<file path="src/rtl/cmd_encod_linear_rw_pkg.sv">
// Shared command-word definitions for the sequencer encoders: RAS/CAS/WE
// codes and the functions that pack a command or pause into a 32-bit word.
package cmd_encod_linear_rw_pkg;

    localparam logic [2:0] RCW_NOP       = 3'd0;
    localparam logic [2:0] RCW_READ      = 3'd2;
    localparam logic [2:0] RCW_WRITE     = 3'd3;
    localparam logic [2:0] RCW_ACTIVATE  = 3'd4;
    localparam logic [2:0] RCW_PRECHARGE = 3'd5;

    // Pause words reuse the address field: skip count in the low bits,
    // the sequence-done flag just above it.
    localparam int SKIP_W       = 10;
    localparam int CMD_DONE_BIT = 10;

    // Word layout, MSB first:
    // addr[14:0] bank[2:0] rcw[2:0] odt_en cke sel dq_en dqs_en dqs_toggle
    // dci buf_wr buf_rd nop buf_rst
    function automatic logic [31:0] func_encode_cmd(
        input logic [14:0] addr,
        input logic [2:0]  bank,
        input logic [2:0]  rcw,
        input logic        odt_en,
        input logic        cke,
        input logic        sel,
        input logic        dq_en,
        input logic        dqs_en,
        input logic        dqs_toggle,
        input logic        dci,
        input logic        buf_wr,
        input logic        buf_rd,
        input logic        nop,
        input logic        buf_rst
    );
        return {addr, bank, rcw, odt_en, cke, sel, dq_en, dqs_en, dqs_toggle,
                dci, buf_wr, buf_rd, nop, buf_rst};
    endfunction

    function automatic logic [31:0] func_encode_skip(
        input logic [SKIP_W-1:0] skip,
        input logic              done,
        input logic [2:0]        bank,
        input logic              odt_en,
        input logic              cke,
        input logic              sel,
        input logic              dq_en,
        input logic              dqs_en,
        input logic              dqs_toggle,
        input logic              dci,
        input logic              buf_wr,
        input logic              buf_rd,
        input logic              buf_rst
    );
        return func_encode_cmd({{(14 - CMD_DONE_BIT){1'b0}}, done, skip},
                               bank, RCW_NOP, odt_en, cke, sel, dq_en, dqs_en,
                               dqs_toggle, dci, buf_wr, buf_rd, 1'b0, buf_rst);
    endfunction

endpackage

</file>
<file path="src/rtl/cmd_encod_linear_rw.sv">
// Linear single-page read/write command encoder: ACTIVATE, N column bursts,
// PRECHARGE, with fixed pauses, emitted as one sequencer word per cycle.
//
// state      | meaning
// -----------+-----------------------------------------------
// S_IDLE     | waiting for start, no word emitted
// S_ACT      | ACTIVATE word (row, bank)
// S_ACT_WAIT | pause for tRCD
// S_XFER     | one READ/WRITE word per cycle, N cycles
// S_TAIL     | read turnaround / write recovery pause
// S_PGNEXT   | pause carrying the buffer page-advance flag
// S_PRE      | PRECHARGE word (bank)
// S_PRE_WAIT | pause for tRP
// S_FIN      | pause word with done set
module cmd_encod_linear_rw
    import cmd_encod_linear_rw_pkg::*;
#(
    parameter int   ADDRESS_NUMBER = 15,
    parameter int   COLADDR_NUMBER = 10,
    parameter int   NUM_XFER_BITS  = 6,
    parameter int   CMD_PAUSE_BITS = 10,
    parameter logic RSEL           = 1'b1,
    parameter logic WSEL           = 1'b0,
    parameter int   T_RCD_SKIP     = 1,
    parameter int   T_RP_SKIP      = 2,
    parameter int   WR_RECOV_SKIP  = 3
) (
    input  logic                        clk,
    input  logic                        mrst_n,
    input  logic [2:0]                  bank_in,
    input  logic [ADDRESS_NUMBER-1:0]   row_in,
    input  logic [COLADDR_NUMBER-4:0]   start_col,
    input  logic [NUM_XFER_BITS-1:0]    num128_in,
    input  logic                        wr_mode_in,
    input  logic                        skip_next_page_in,
    input  logic                        start,
    output logic                        busy,
    output logic [31:0]                 enc_cmd,
    output logic                        enc_wr,
    output logic                        enc_done
);

    typedef enum logic [3:0] {
        S_IDLE,
        S_ACT,
        S_ACT_WAIT,
        S_XFER,
        S_TAIL,
        S_PGNEXT,
        S_PRE,
        S_PRE_WAIT,
        S_FIN
    } state_t;

    localparam logic [CMD_PAUSE_BITS-1:0] SKIP_RCD   = CMD_PAUSE_BITS'(T_RCD_SKIP);
    localparam logic [CMD_PAUSE_BITS-1:0] SKIP_RP    = CMD_PAUSE_BITS'(T_RP_SKIP);
    localparam logic [CMD_PAUSE_BITS-1:0] SKIP_RECOV = CMD_PAUSE_BITS'(WR_RECOV_SKIP);
    localparam logic [CMD_PAUSE_BITS-1:0] SKIP_RD    = CMD_PAUSE_BITS'(1);
    localparam logic [CMD_PAUSE_BITS-1:0] SKIP_NONE  = '0;

    state_t                      state, state_nxt;
    logic [2:0]                  bank_q;
    logic [ADDRESS_NUMBER-1:0]   row_q;
    logic [COLADDR_NUMBER-4:0]   col_q;
    logic [NUM_XFER_BITS:0]      cnt_q;
    logic                        wr_q;
    logic                        skp_q;
    logic                        done_q;
    logic                        accept;
    logic                        sel_x;
    logic [CMD_PAUSE_BITS-1:0]   skip_tail;

    // busy also covers the enc_done cycle, so a start there is dropped
    assign busy   = (state != S_IDLE) || done_q;
    assign accept = start && !busy;

    // State register
    always_ff @(posedge clk or negedge mrst_n) begin
        if (!mrst_n) state <= S_IDLE;
        else         state <= state_nxt;
    end

    // Next-state logic; XFER leaves when the burst counter reaches its last word
    always_comb begin
        state_nxt = state;
        case (state)
            S_IDLE:     if (accept) state_nxt = S_ACT;
            S_ACT:      state_nxt = S_ACT_WAIT;
            S_ACT_WAIT: state_nxt = S_XFER;
            S_XFER:     if (cnt_q == (NUM_XFER_BITS+1)'(1)) state_nxt = S_TAIL;
            S_TAIL:     state_nxt = S_PGNEXT;
            S_PGNEXT:   state_nxt = S_PRE;
            S_PRE:      state_nxt = S_PRE_WAIT;
            S_PRE_WAIT: state_nxt = S_FIN;
            S_FIN:      state_nxt = S_IDLE;
            default:    state_nxt = S_IDLE;
        endcase
    end

    // Request fields are captured only on an accepted start
    always_ff @(posedge clk or negedge mrst_n) begin
        if (!mrst_n) begin
            bank_q <= '0;
            row_q  <= '0;
            wr_q   <= 1'b0;
            skp_q  <= 1'b0;
        end else if (accept) begin
            bank_q <= bank_in;
            row_q  <= row_in;
            wr_q   <= wr_mode_in;
            skp_q  <= skip_next_page_in;
        end
    end

    // Burst down-counter (one extra bit so a zero request means the full count)
    // and column counter, which wraps naturally at its width
    always_ff @(posedge clk or negedge mrst_n) begin
        if (!mrst_n) begin
            cnt_q <= '0;
            col_q <= '0;
        end else if (accept) begin
            cnt_q <= (num128_in == '0) ? {1'b1, {NUM_XFER_BITS{1'b0}}}
                                       : {1'b0, num128_in};
            col_q <= start_col;
        end else if (state == S_XFER) begin
            cnt_q <= cnt_q - 1'b1;
            col_q <= col_q + 1'b1;
        end
    end

    // enc_done trails the FIN word by one cycle
    always_ff @(posedge clk or negedge mrst_n) begin
        if (!mrst_n) done_q <= 1'b0;
        else         done_q <= (state == S_FIN);
    end

    assign sel_x     = wr_q ? WSEL : RSEL;
    assign skip_tail = wr_q ? SKIP_RECOV : SKIP_RD;
    assign enc_done  = done_q;

    // Word decode from the current state and the captured request
    always_comb begin
        enc_cmd = '0;
        enc_wr  = (state != S_IDLE);
        case (state)
            S_ACT:
                enc_cmd = func_encode_cmd(15'(row_q), bank_q, RCW_ACTIVATE,
                              1'b0, 1'b0, 1'b0, 1'b0, 1'b0, 1'b0, 1'b0,
                              1'b0, 1'b0, 1'b0, 1'b0);
            S_ACT_WAIT:
                enc_cmd = func_encode_skip(SKIP_RCD, 1'b0, 3'b000,
                              1'b0, 1'b0, 1'b0, 1'b0, 1'b0, 1'b0, 1'b0,
                              1'b0, 1'b0, 1'b0);
            S_XFER:
                enc_cmd = func_encode_cmd(15'({col_q, 3'b000}), bank_q,
                              wr_q ? RCW_WRITE : RCW_READ,
                              wr_q, 1'b0, sel_x, wr_q, wr_q, wr_q, !wr_q,
                              !wr_q, wr_q, 1'b1, 1'b0);
            S_TAIL:
                enc_cmd = func_encode_skip(skip_tail, 1'b0, 3'b000,
                              wr_q, 1'b0, sel_x, wr_q, wr_q, 1'b0, !wr_q,
                              1'b0, 1'b0, 1'b0);
            S_PGNEXT:
                enc_cmd = func_encode_skip(SKIP_NONE, 1'b0, 3'b000,
                              1'b0, 1'b0, wr_q ? 1'b0 : RSEL, 1'b0, 1'b0, 1'b0,
                              !wr_q, 1'b0, 1'b0, !skp_q);
            S_PRE:
                enc_cmd = func_encode_cmd(15'd0, bank_q, RCW_PRECHARGE,
                              1'b0, 1'b0, 1'b0, 1'b0, 1'b0, 1'b0, !wr_q,
                              1'b0, 1'b0, 1'b0, 1'b0);
            S_PRE_WAIT:
                enc_cmd = func_encode_skip(SKIP_RP, 1'b0, 3'b000,
                              1'b0, 1'b0, 1'b0, 1'b0, 1'b0, 1'b0, !wr_q,
                              1'b0, 1'b0, 1'b0);
            S_FIN:
                enc_cmd = func_encode_skip(SKIP_NONE, 1'b1, 3'b000,
                              1'b0, 1'b0, 1'b0, 1'b0, 1'b0, 1'b0, 1'b0,
                              1'b0, 1'b0, 1'b0);
            default:
                enc_cmd = '0;
        endcase
    end

endmodule
</file>
<file path="config.mk">
export PLATFORM = sky130hd
export DESIGN_NAME = cmd_encod_linear_rw
export DESIGN_NICKNAME = d
export VERILOG_FILES = /design/src/rtl/cmd_encod_linear_rw_pkg.sv /design/src/rtl/cmd_encod_linear_rw.sv
export SDC_FILE = /design/constraint.sdc
export NUM_CORES = 1
export LEC_CHECK = 0
export CAP_MARGIN = 10
export CORE_ASPECT_RATIO = 2
export CORE_MARGIN = 2
export CORE_UTILIZATION = 50
export CTS_BUF_LIST = sky130_fd_sc_hd__clkbuf_4 sky130_fd_sc_hd__clkbuf_8
export CTS_CLUSTER_SIZE = 14
export DETAILED_ROUTE_END_ITERATION = 10
export PLACE_DENSITY = 0.86
export SETUP_SLACK_MARGIN = 0.1
export SLEW_MARGIN = 20
export SYNTH_ARGS = -nofsm -noshare
export SYNTH_HDL_FRONTEND = slang
export SYNTH_SLANG_ARGS = --single-unit
</file>
<file path="constraint.sdc">
create_clock -name clk -period 2.4 [get_ports clk]
set_input_delay 0.36 -clock clk [delete_from_list [all_inputs] [get_ports clk]]
set_output_delay 0.36 -clock clk [all_outputs]
set_load 0.03 [all_outputs]
</file>
## After elaboration in Yosys (flattened, before gate mapping)

Cells that the tools add are included.
Widths: inputs -> output; s select.

- Flip-flop bits (word level): 39
- Latch bits: 0
- RAM bits: 0
- ROM bits: 0
- Input bits: 36
- Output and inout bits: 35
- Logic and storage cells: 43
- Memories kept: 0

- Add/sub/neg operators: 2
- Multiply operators: 0
- Div/mod/pow operators: 0
- $lt $le $gt $ge: 0
- Equal/unequal tests: 11
- Shift-type cells: 0
- Multiplexer cells: 12
- Bitwise operators: 0
- Reductions and logical operators: 10

Operators by type and width:

| kind | number |
|---|---|
| $pmux 32 s8 | 1 |
| $mux 7 | 5 |
| $pmux 4 s8 | 1 |
| $eq 4x3->1 const B | 4 |
| $eq 4x2->1 const B | 2 |
| $mux 4 | 2 |
| $add 7x1->7 const B | 1 |
| $eq 7x1->1 const B | 1 |
| $sub 7x1->7 const B | 1 |
| $logic_not 6->1 | 1 |
| $eq 4x1->1 const B | 1 |
| $eq 4x4->1 const B | 1 |
| $logic_not 4->1 | 1 |
| $ne 2x2->1 const B | 2 |
| $reduce_bool 4->1 | 1 |
| $logic_not 1->1 | 3 |
| $mux 1 | 2 |
| $mux 2 | 1 |
| $reduce_and 2->1 | 1 |
| $reduce_bool 2->1 | 1 |
| $logic_and 1x1->1 | 1 |
| $logic_or 1x1->1 | 1 |

## Logic depth before layout (Yosys ltp)

- Word-level depth: 6
- Depth in mapped cells: 7
- Depth with buffers taken out: 5

## Least setup slack after synthesis

OpenSTA, ideal clock, no wires.

- Kind: register to output
- Start: reg state[0]
- End: out enc_cmd[10]
- Arrival: 2.164 ns
- Setup slack: -0.124 ns
- Stages on the path, launching flop included: 7
- Path buffers: 3
- Cells stage by stage: dfrtp_1 buf_2 nor2b_1 clkbuf_1 mux2i_1 nor3b_1 buf_4

- Longest elaborated chain between the ends: 2

Ends and longest elaborated chain:

| item | line | source |
|---|---|---|
| start, declared | cmd_encod_linear_rw.sv:61 | `state_t state, state_nxt;` |
| start signal, assigned | cmd_encod_linear_rw.sv:80 | `else state <= state_nxt;` |
| $eq 4x4->1, or another cell as far along | cmd_encod_linear_rw.sv:145 | `case (state)` |
| $pmux 32 s8 * | cmd_encod_linear_rw.sv:145 |  |
| end, declared | cmd_encod_linear_rw.sv:38 | `output logic [31:0] enc_cmd,` |

Mark *: on every way between the ends. The rest lies on a longest branch, timed or not.

## Worst setup path after layout

- Start: reg state[0]
- End: out enc_wr

- Longest elaborated chain between the ends: 1

Ends and longest elaborated chain:

| item | line | source |
|---|---|---|
| $reduce_bool 4->1 | cmd_encod_linear_rw.sv:144 | `enc_wr = (state != S_IDLE);` |
| end, declared | cmd_encod_linear_rw.sv:39 | `output logic enc_wr,` |

Every way passes these cells.

==> flow_summary.ini <==
[floorplanning]
die_y_microns = 96.54
die_w_microns = 50.27
pin_count = 71
die-area_sq_um = 4853
initial_core_util = 0.5237
rows = 33
core_sq_um = 4088

[clock_network]
h-tree-depth = 2
cts.sinks = 39
clockBufferDepth = 2
clk_pin_slew_worst_paths_ns = 0.08
cts_tree = yes
cts_root_buf = clkbuf_8
numCtsBuffers = 5
hold_buffers = 0
cts_setup_buffers = 0
clk_latency_ns = 0.29

[yosys]
syn_area_sq_um = 2141
synth_compound_gate_area_share = 0.1520
avgSynthCellArea_sq_um = 8.563
synth-adder-area-share = 0.01753
synth.top_cell.area_share = 0.4559
synth_edf_count = 0
synth_seq_cells = 39
muxShareOfSynthArea = 0.01929
synth_cell_types = 42
async_reset_ff_frac = 1.000
synth_fp_nets = 289
syn_inst = 250
synth_xor_area_frac = 0.008182
synth-simple-area-share = 0.2870
yosysSeqAreaShare = 0.4559
synth_common_cells = 75 x nand2_1, 39 x dfrtp_1, 11 x a21oi_1, 11 x nor2_1, 11 x o21ai_0
synth_top_family_by_area = simple AND/OR/NAND/NOR gates
synthFlopType = dfrtp_1
ys_warn_count = 0
synth_most_common_cell = nand2_1
ys_top_cells_by_area = dfrtp_1 46%, nand2_1 13%, and2_1 2.9%
yosysTopAreaCell = dfrtp_1

[worst_setup_path]
crit_start = state[0]
required_ns = 2.04
rrSetupSlack_ns = 0.51
start_kind = register
ff2ff_path_depth = 6
cp_data_arrival_time_ns = 1.85
worst-setup-path-type = reg2out
cp_slowest_cell = clkdlybuf4s50_1
worstPathCellList = buf_4 > nor4_4 > inv_1 > clkdlybuf4s50_1
worst_setup_path_end_kind = output port
r2r-end = cnt_q[6]
critPathMaxFanout = 9
crit_path_end = enc_wr
reg2reg_from = state[0]
slowest_delay_ns = 0.59

[finish]
nNetsFinal = 355
area_growth_pct = 35.94
fin_area_sq_um = 2910
insertedDiodeCount = 0
drive_above_1_share = 0.1451
fin_cells = 369

[power]
p_sw_frac = 0.2078
peakVddDrop_uv = 415.8
power.total_mw = 1.178
intPower_mw = 0.9330
seq_power_share = 0.558
p_clk_frac = 0.379
powerDensity_nw_per_um2 = 404.7
p_leak_nw = 1.454
comb_power_share = 0.064
p_sw_mw = 0.2447

[global_route]
antenna_found_initial = 0
grt_pass1_vias = 1945
grt_pass1_wl_microns = 8728
grt_max_degree = 40
grtUsageTotal = 0.2331
overflow = 0

[placement]
place_area_sq_um = 2818
dp_hpwl_microns = 3828
port_buffers = 69
gp_congestion = 0.8407
dp_cells = 361

[drt]
via_count = 1979
drt_iter0_markers = 40
ant_nets = 0
firstDrtPassIters = 4
wl_per_cell_microns = 14.36
vias_per_cell = 5.363
drt_wl_total_microns = 5300
drc_errors = 0

[timing]
fin_worst_skew_ns = 0.01029
period_minus_slack_ns = 2.215
fmax_mhz = 451.5
drv_slew = 0
hold_ws_ns = 0.1784
hold_viol_final = 0
setup_violations = 0
period_share = 0.9229
rsz0062_at_grt = true
max_slew_margin = 0.4255
tns_ns = 0
tightest_slew_ns = 0.8618

[status]
status = complete, no violations

[job]
maxCapViolations = 0

[hold_path]
hold_path_class = in2async
## timing repair
| item | 4_1_cts | 5_1_grt |
|---|---|---|
| resized for setup | 13 | 3 |
| cloned | 0 | 0 |
| setup endpoints to repair | 14 | 5 |
## cells in the final DEF, fill, tap and decap left out, types with 3 or more instances in the layout
master,n
nand2_1,75
dfrtp_1,38
clkdlybuf4s50_1,37
buf_4,29
a21oi_1,11
nor2_1,11
o21ai_0,11
and2_1,10
dlygate4sd2_1,10
a22o_1,6
nand3_1,6
inv_1,5
nor3_1,5
clkbuf_8,5
nand2b_1,4
a221o_1,4
a22oi_1,3
mux2i_1,3
a21o_1,3
nor4_1,3
ha_1,3
## worst min path at each step
stage	cells past startpoint	to	start	slack [ns]
2_1_floorplan	0	bank_q[0]	mrst_n	0.06
3_3_place_gp	2	row_q[12]	row_q[12]	0.45
3_5_place_dp	2	row_q[13]	row_q[13]	0.45
4_1_cts	1	col_q[2]	mrst_n	0.21
5_1_grt	1	col_q[2]	mrst_n	0.24
6_report	1	col_q[2]	mrst_n	0.18
## flip-flops by register name (all words and copies together), names as in the netlist
register,flops
state,4
cnt_q,7
row_q,15
wr_q,1
enc_done,1
bank_q,3
skp_q,1
col_q,7
## power groups by stage
stage	Clock, mW	Combinational, mW	Sequential [mW]
finish	0.446	0.0748	0.657
CTS	0.459	0.0762	0.657
global placement	0	0.0752	0.670
floorplan	0	0.00568	0.670
global route	0.495	0.0815	0.656
detailed placement	0	0.0758	0.670
## area by class of cell
cell class                 instances  area, sq um
multi-input combinational        186         1055
timing repair buffer              79        705.7
clock buffer                       7        83.83
sequential                        39        977.2
tap                               52        65.06
inverter                           5        18.77
clock inverter                     1        5.005
fill                             315         1177
## stage by stage
| step | util | setup WS, ns |
|---|---|---|
| global placement | 0.6893 | 0.1611 |
| CTS | 0.7095 | 0.1471 |
| finish | 0.7120 | 0.1851 |
| detailed placement | 0.6893 | 0.1164 |
| floorplan | - | 0.1570 |
| global route | 0.7120 | 0.06327 |
## metal layers
| metal | up-vias | track usage | share of wire | wire [microns] |
|---|---|---|---|---|
| met3 | 8 | 0.03846 | 0.046 | 244 |
| met2 | 70 | 0.4221 | 0.57 | 3041 |
| met1 | 923 | 0.2646 | 0.36 | 1924 |
| met4 | 0 | 0.09954 | 0.017 | 89 |
| li1 | 978 | - | - | - |
| met5 | - | 0 | 0 | 0 |
## kinds of logic (layout without fill, tap and decap cells)
group | count (synthesis) | in the layout
flops | 39 | 39
compound gates | 47 | 47
simple gates | 129 | 129
fa+ha+maj | 3 | 3
mux | 4 | 4
buf+inv | 25 | 92
xor+xnor | 2 | 2
other cells | 1 | 1
## worst max-delay path: cells and delay by family (launching register included)
kind                   cells  cell delay (ns)
DFF                        1             0.42
and+or+nand+nor            1             0.30
buffers and inverters      3             0.84
Power figures use the tool's default switching activity.
==> RTL change 1: new RTL, same flow settings <==
`NUM_XFER_BITS`: 6 -> 4.
--- a/src/rtl/cmd_encod_linear_rw.sv
+++ b/src/rtl/cmd_encod_linear_rw.sv
@@ -18,5 +18,5 @@
     parameter int   ADDRESS_NUMBER = 15,
     parameter int   COLADDR_NUMBER = 10,
-    parameter int   NUM_XFER_BITS  = 6,
+    parameter int   NUM_XFER_BITS  = 4,
     parameter int   CMD_PAUSE_BITS = 10,
     parameter logic RSEL           = 1'b1,
Interface: changed (resized num128_in); port bits go from 71 to 69. No check against the original RTL was run, so the function may have changed too.
==> RTL change 1 against the unedited design <==
Routed wire length decreased by 2.7%. Non-clock buffer count decreased by 2. Sequential cell count decreased by 2. Utilization decreased by 1.2 points. Worst setup slack improved by 0.031 ns. Worst hold slack got worse by 0.013 ns. Synthesized cell count decreased by 3.2%. Design area decreased by 2.7%. Synthesized area decreased by 3.8%. Critical path type unchanged. Critical endpoint is now enc_cmd[17].
Power is left out: it rests on default switching activity, and per cell area and clock period it moved more than threefold.
==> RTL change 1: results <==
run_status:
  status: "finished clean"
yosys:
  yosysSeqAreaShare_pct: 45.0
  synth_cell_types: 46
  synth.net_count: 279
  yosys-top-cells-area: "dfrtp_1, nand2_1, a22o_1, and2_1, o21ai_0"
  synth_top_area_share_pct: 45.0
critical_path:
  critPathTopFamily: "flip-flops"
  cp_slowest_cell: "dfrtp_1"
  max_stage_delay_ns: 0.50
  worstPathArrival_ns: 1.82
  reg2reg_slack_ns: 0.54
route:
  drt_iter0_drc: 43
  drt-vias-per-instance: 5.33
  drtPass1Iterations: 6
  wl_um: 5160
  met2_length_um: 2750
  wl_met1_um: 2060
  dr_wl_met3_um: 233
timing:
  fin_worst_skew_ns: 0.00584
  slew_headroom_pct: 44.7
global_routing:
  grt_pass1_vias: 1902
  grt_util_all_layers_pct: 23.4
  grt_pass1_wl_um: 8540
final_layout:
  layout-drive-gt1-share_pct: 16.6
  fillers: 353
  fin_nets: 344
  reg.largest.list: "row_q x15, col_q x7, cnt_q x5"
placed_design:
  hpwl_um: 3680
  gp_congestion: 0.903
  port_buffers: 67
==> RTL change 1: cell type report <==
type	instances	area (µm²)	area share, %
Clock buffer	6	82.6	2.92
Clock inverter	2	37.5	1.33
Inverter	8	35.0	1.24
Multi-Input combinational cell	178	997	35.2
Sequential cell	37	928	32.8
Tap cell	52	65.1	2.30
Timing Repair Buffer	77	687	24.2
==> RTL change 1: repair_timing <==
item	CTS	global route
gates resized for setup	15	11
setup endpoints to repair	15	13
buffers inserted	0	2
==> RTL change 1: cell families after synthesis <==
| family | Yosys count | share of synthesized area (%) |
|---|---|---|
| flops | 37 | 45.0 |
| simple gates | 126 | 29.5 |
| buf+inv | 27 | 6.99 |
| compound gates | 47 | 16.1 |
| fa+ha+maj | 3 | 1.82 |
| xor+xnor | 1 | 0.425 |
| other cells | 1 | 0.182 |
==> RTL change 1: per-stage QoR <==
step	hold WS (ns)	area [µm²]	util, %	instances	setup slack [ns]
4_1_cts	0.179	2820	69.6	358	0.107
5_1_grt	0.220	2830	70.0	360	0.0739
6_report	0.165	2830	70.0	360	0.216
3_5_place_dp	0.454	2710	67.0	350	0.115
2_1_floorplan	0.0644	2060	-	242	0.253
3_3_place_gp	0.450	2710	67.0	350	0.192
==> RTL change 1: path summary, 6_finish.rpt <==
path                                  startpoint                    end
max                         state[0]$_DFFE_PN0P_            enc_cmd[17]
min                                       mrst_n   col_q[3]$_DFFE_PN0P_
max in group asynchronous                 mrst_n   state[1]$_DFFE_PN0P_
min in group clk           row_q[11]$_DFFE_PN0P_  row_q[11]$_DFFE_PN0P_
max reg2reg                 state[0]$_DFFE_PN0P_   col_q[0]$_DFFE_PN0P_
min reg2reg                row_q[11]$_DFFE_PN0P_  row_q[11]$_DFFE_PN0P_
==> RTL change 1: metal layers <==
metal	vias to the layer above	global-route usage (%)
met5	-	0
met4	0	9.49
met2	67	42.2
met3	9	3.80
met1	907	27.1
li1	936	-
==> RTL change 2: new RTL, same settings <==
Made on the original files. The 9 states of `state_t` get a one-hot encoding in 9 bits.
--- a/src/rtl/cmd_encod_linear_rw.sv
+++ b/src/rtl/cmd_encod_linear_rw.sv
@@ -41,14 +41,14 @@
 );
 
-    typedef enum logic [3:0] {
-        S_IDLE,
-        S_ACT,
-        S_ACT_WAIT,
-        S_XFER,
-        S_TAIL,
-        S_PGNEXT,
-        S_PRE,
-        S_PRE_WAIT,
-        S_FIN
+    typedef enum logic [8:0] {
+        S_IDLE     = 9'b000000001,
+        S_ACT      = 9'b000000010,
+        S_ACT_WAIT = 9'b000000100,
+        S_XFER     = 9'b000001000,
+        S_TAIL     = 9'b000010000,
+        S_PGNEXT   = 9'b000100000,
+        S_PRE      = 9'b001000000,
+        S_PRE_WAIT = 9'b010000000,
+        S_FIN      = 9'b100000000
     } state_t;
 
Function: same outputs for any inputs over 10 cycles, from zero or initial values and one cycle with mrst_n low; not proved beyond that.
==> RTL change 2 against the unedited design <==
The run now ends with setup timing left. Sequential cell count grew 5. Design area grew 51%. Worst setup slack lost 0.39 ns. Count of clock-buffer cells in the layout shrank 1. Synthesized area grew 19%. Routed wire length grew 110%. Cell count grew 23%. Via count grew 42%. Synthesized cell count grew 12%.
Power is not compared: it rests on default switching activity, and its combinational part moved more than twofold at a synthesized area within 25%.
==> RTL change 2: results <==
route:
  routed.top_layer: "met4"
  vias: 2810
  dr_wl_met3_um: 605
  wl_met1_um: 3520
  drtPass1Iterations: 5
  drt_iter0_drc: 119
  wl_um: 11000
  met2_length_um: 6150
  wl_per_cell_um: 24.3
yosys:
  synthCells: 280
  yosys.area_share.xor_xnor_pct: 1.72
  synth-adder-area-share_pct: 1.47
  yosysSeqAreaShare_pct: 43.3
  yosys-top-cells-area: "dfrtp_1, nand2_1, a22o_1, mux2i_1, and2_1"
  synth.net_count: 319
  synthMuxAreaShare_pct: 4.52
  ys_top_cells_by_count: "nand2_1, dfrtp_1, inv_1"
  synth_compound_area_share_pct: 13.0
  synth_cell_types: 50
final_layout:
  layout-drive-gt1-share_pct: 47.0
  fillers: 191
  reg.largest.list: "row_q x15, state x9"
  fin_nets: 434
  syn_to_final_growth_pct: 72.7
timing:
  tightest_slew_ns: 0.648
  setup_ws_ns: -0.200
  tns_ns: -3.01
  fin_worst_skew_ns: 0.00341
  setup_viol: 29
critical_path:
  ff2ff_path_depth: 11
  r2r-start: "state[2]$_DFFE_PN0P_"
  worstPathArrival_ns: 2.24
  crit_path_start: "state[4]$_DFFE_PN0P_"
  worstPathMaxFanout: 8
  crit_end: "enc_cmd[18]"
  r2r-end: "row_q[3]$_DFFE_PN0P_"
placed_design:
  hpwl_um: 4900
  port_buffers: 69
  place_area_um2: 3360
  place_ws_ns: 0.0318
  placedCellCount: 406
  gp_congestion: 0.794
global_routing:
  grt_util_met3_pct: 4.29
  grt_pass1_wl_um: 12600
  grt_use_met1_pct: 33.2
  use_met2_pct: 53.1
  grt_util_all_layers_pct: 30.1
  grt_pass1_vias: 2631
  grt_max_degree: 28
run_status:
  status: "complete, but fails checks"
  violations: "setup timing"
clocking:
  post_cts_buffers: 16
[RTL change 2: critical path, cell delays in order (launching register included)]
cell and delay (ns):
dfrtp_1 0.41, buf_6 0.15, nor4_4 0.36, nand2b_4 0.11, nor4b_4 0.35, buf_6 0.22, a221o_1 0.20, buf_6 0.14
[RTL change 2: how the worst min path moves through the flow]
| stage | cells past startpoint | to | start | slack [ns] |
|---|---|---|---|---|
| finish | 1 | cnt_q[1]$_DFFE_PN0P_ | mrst_n | 0.01 |
| global route | 1 | state[2]$_DFFE_PN0P_ | mrst_n | 0.04 |
| CTS | 1 | state[2]$_DFFE_PN0P_ | mrst_n | 0.02 |
| detailed placement | 1 | cnt_q[4]$_DFFE_PN0P_ | mrst_n | 0.34 |
| global placement | 1 | cnt_q[4]$_DFFE_PN0P_ | mrst_n | 0.34 |
| floorplan | 0 | bank_q[0]$_DFFE_PN0P_ | mrst_n | 0.06 |
[RTL change 2: power by group through the flow]
| stage | registers, mW | clock network [mW] | logic, mW |
|---|---|---|---|
| 5_1_grt | 1.39 | 0.633 | 2.77 |
| 3_5_place_dp | 1.29 | 0 | 1.72 |
| 2_1_floorplan | 1.22 | 0 | 1.23 |
| 3_3_place_gp | 1.27 | 0 | 1.67 |
| 4_1_cts | 1.28 | 0.604 | 1.99 |
| 6_report | 1.38 | 0.607 | 2.65 |
[RTL change 2: kinds of logic after synthesis]
family | after synthesis
DFF | 44
other | 1
adders and majority gates | 3
xor gates and xnor gates | 5
buffers and inverters | 36
muxes | 11
AOI/OAI and AO/OA | 45
and+or+nand+nor | 135
[RTL change 2: layout make-up]
cell class | count | area share [%]
clock buffer | 6 | 1.88
clock inverter | 2 | 0.881
inverter | 13 | 1.17
multi-input combinational | 200 | 37.3
sequential | 44 | 25.1
tap | 57 | 1.62
timing repair buffer | 131 | 32.1
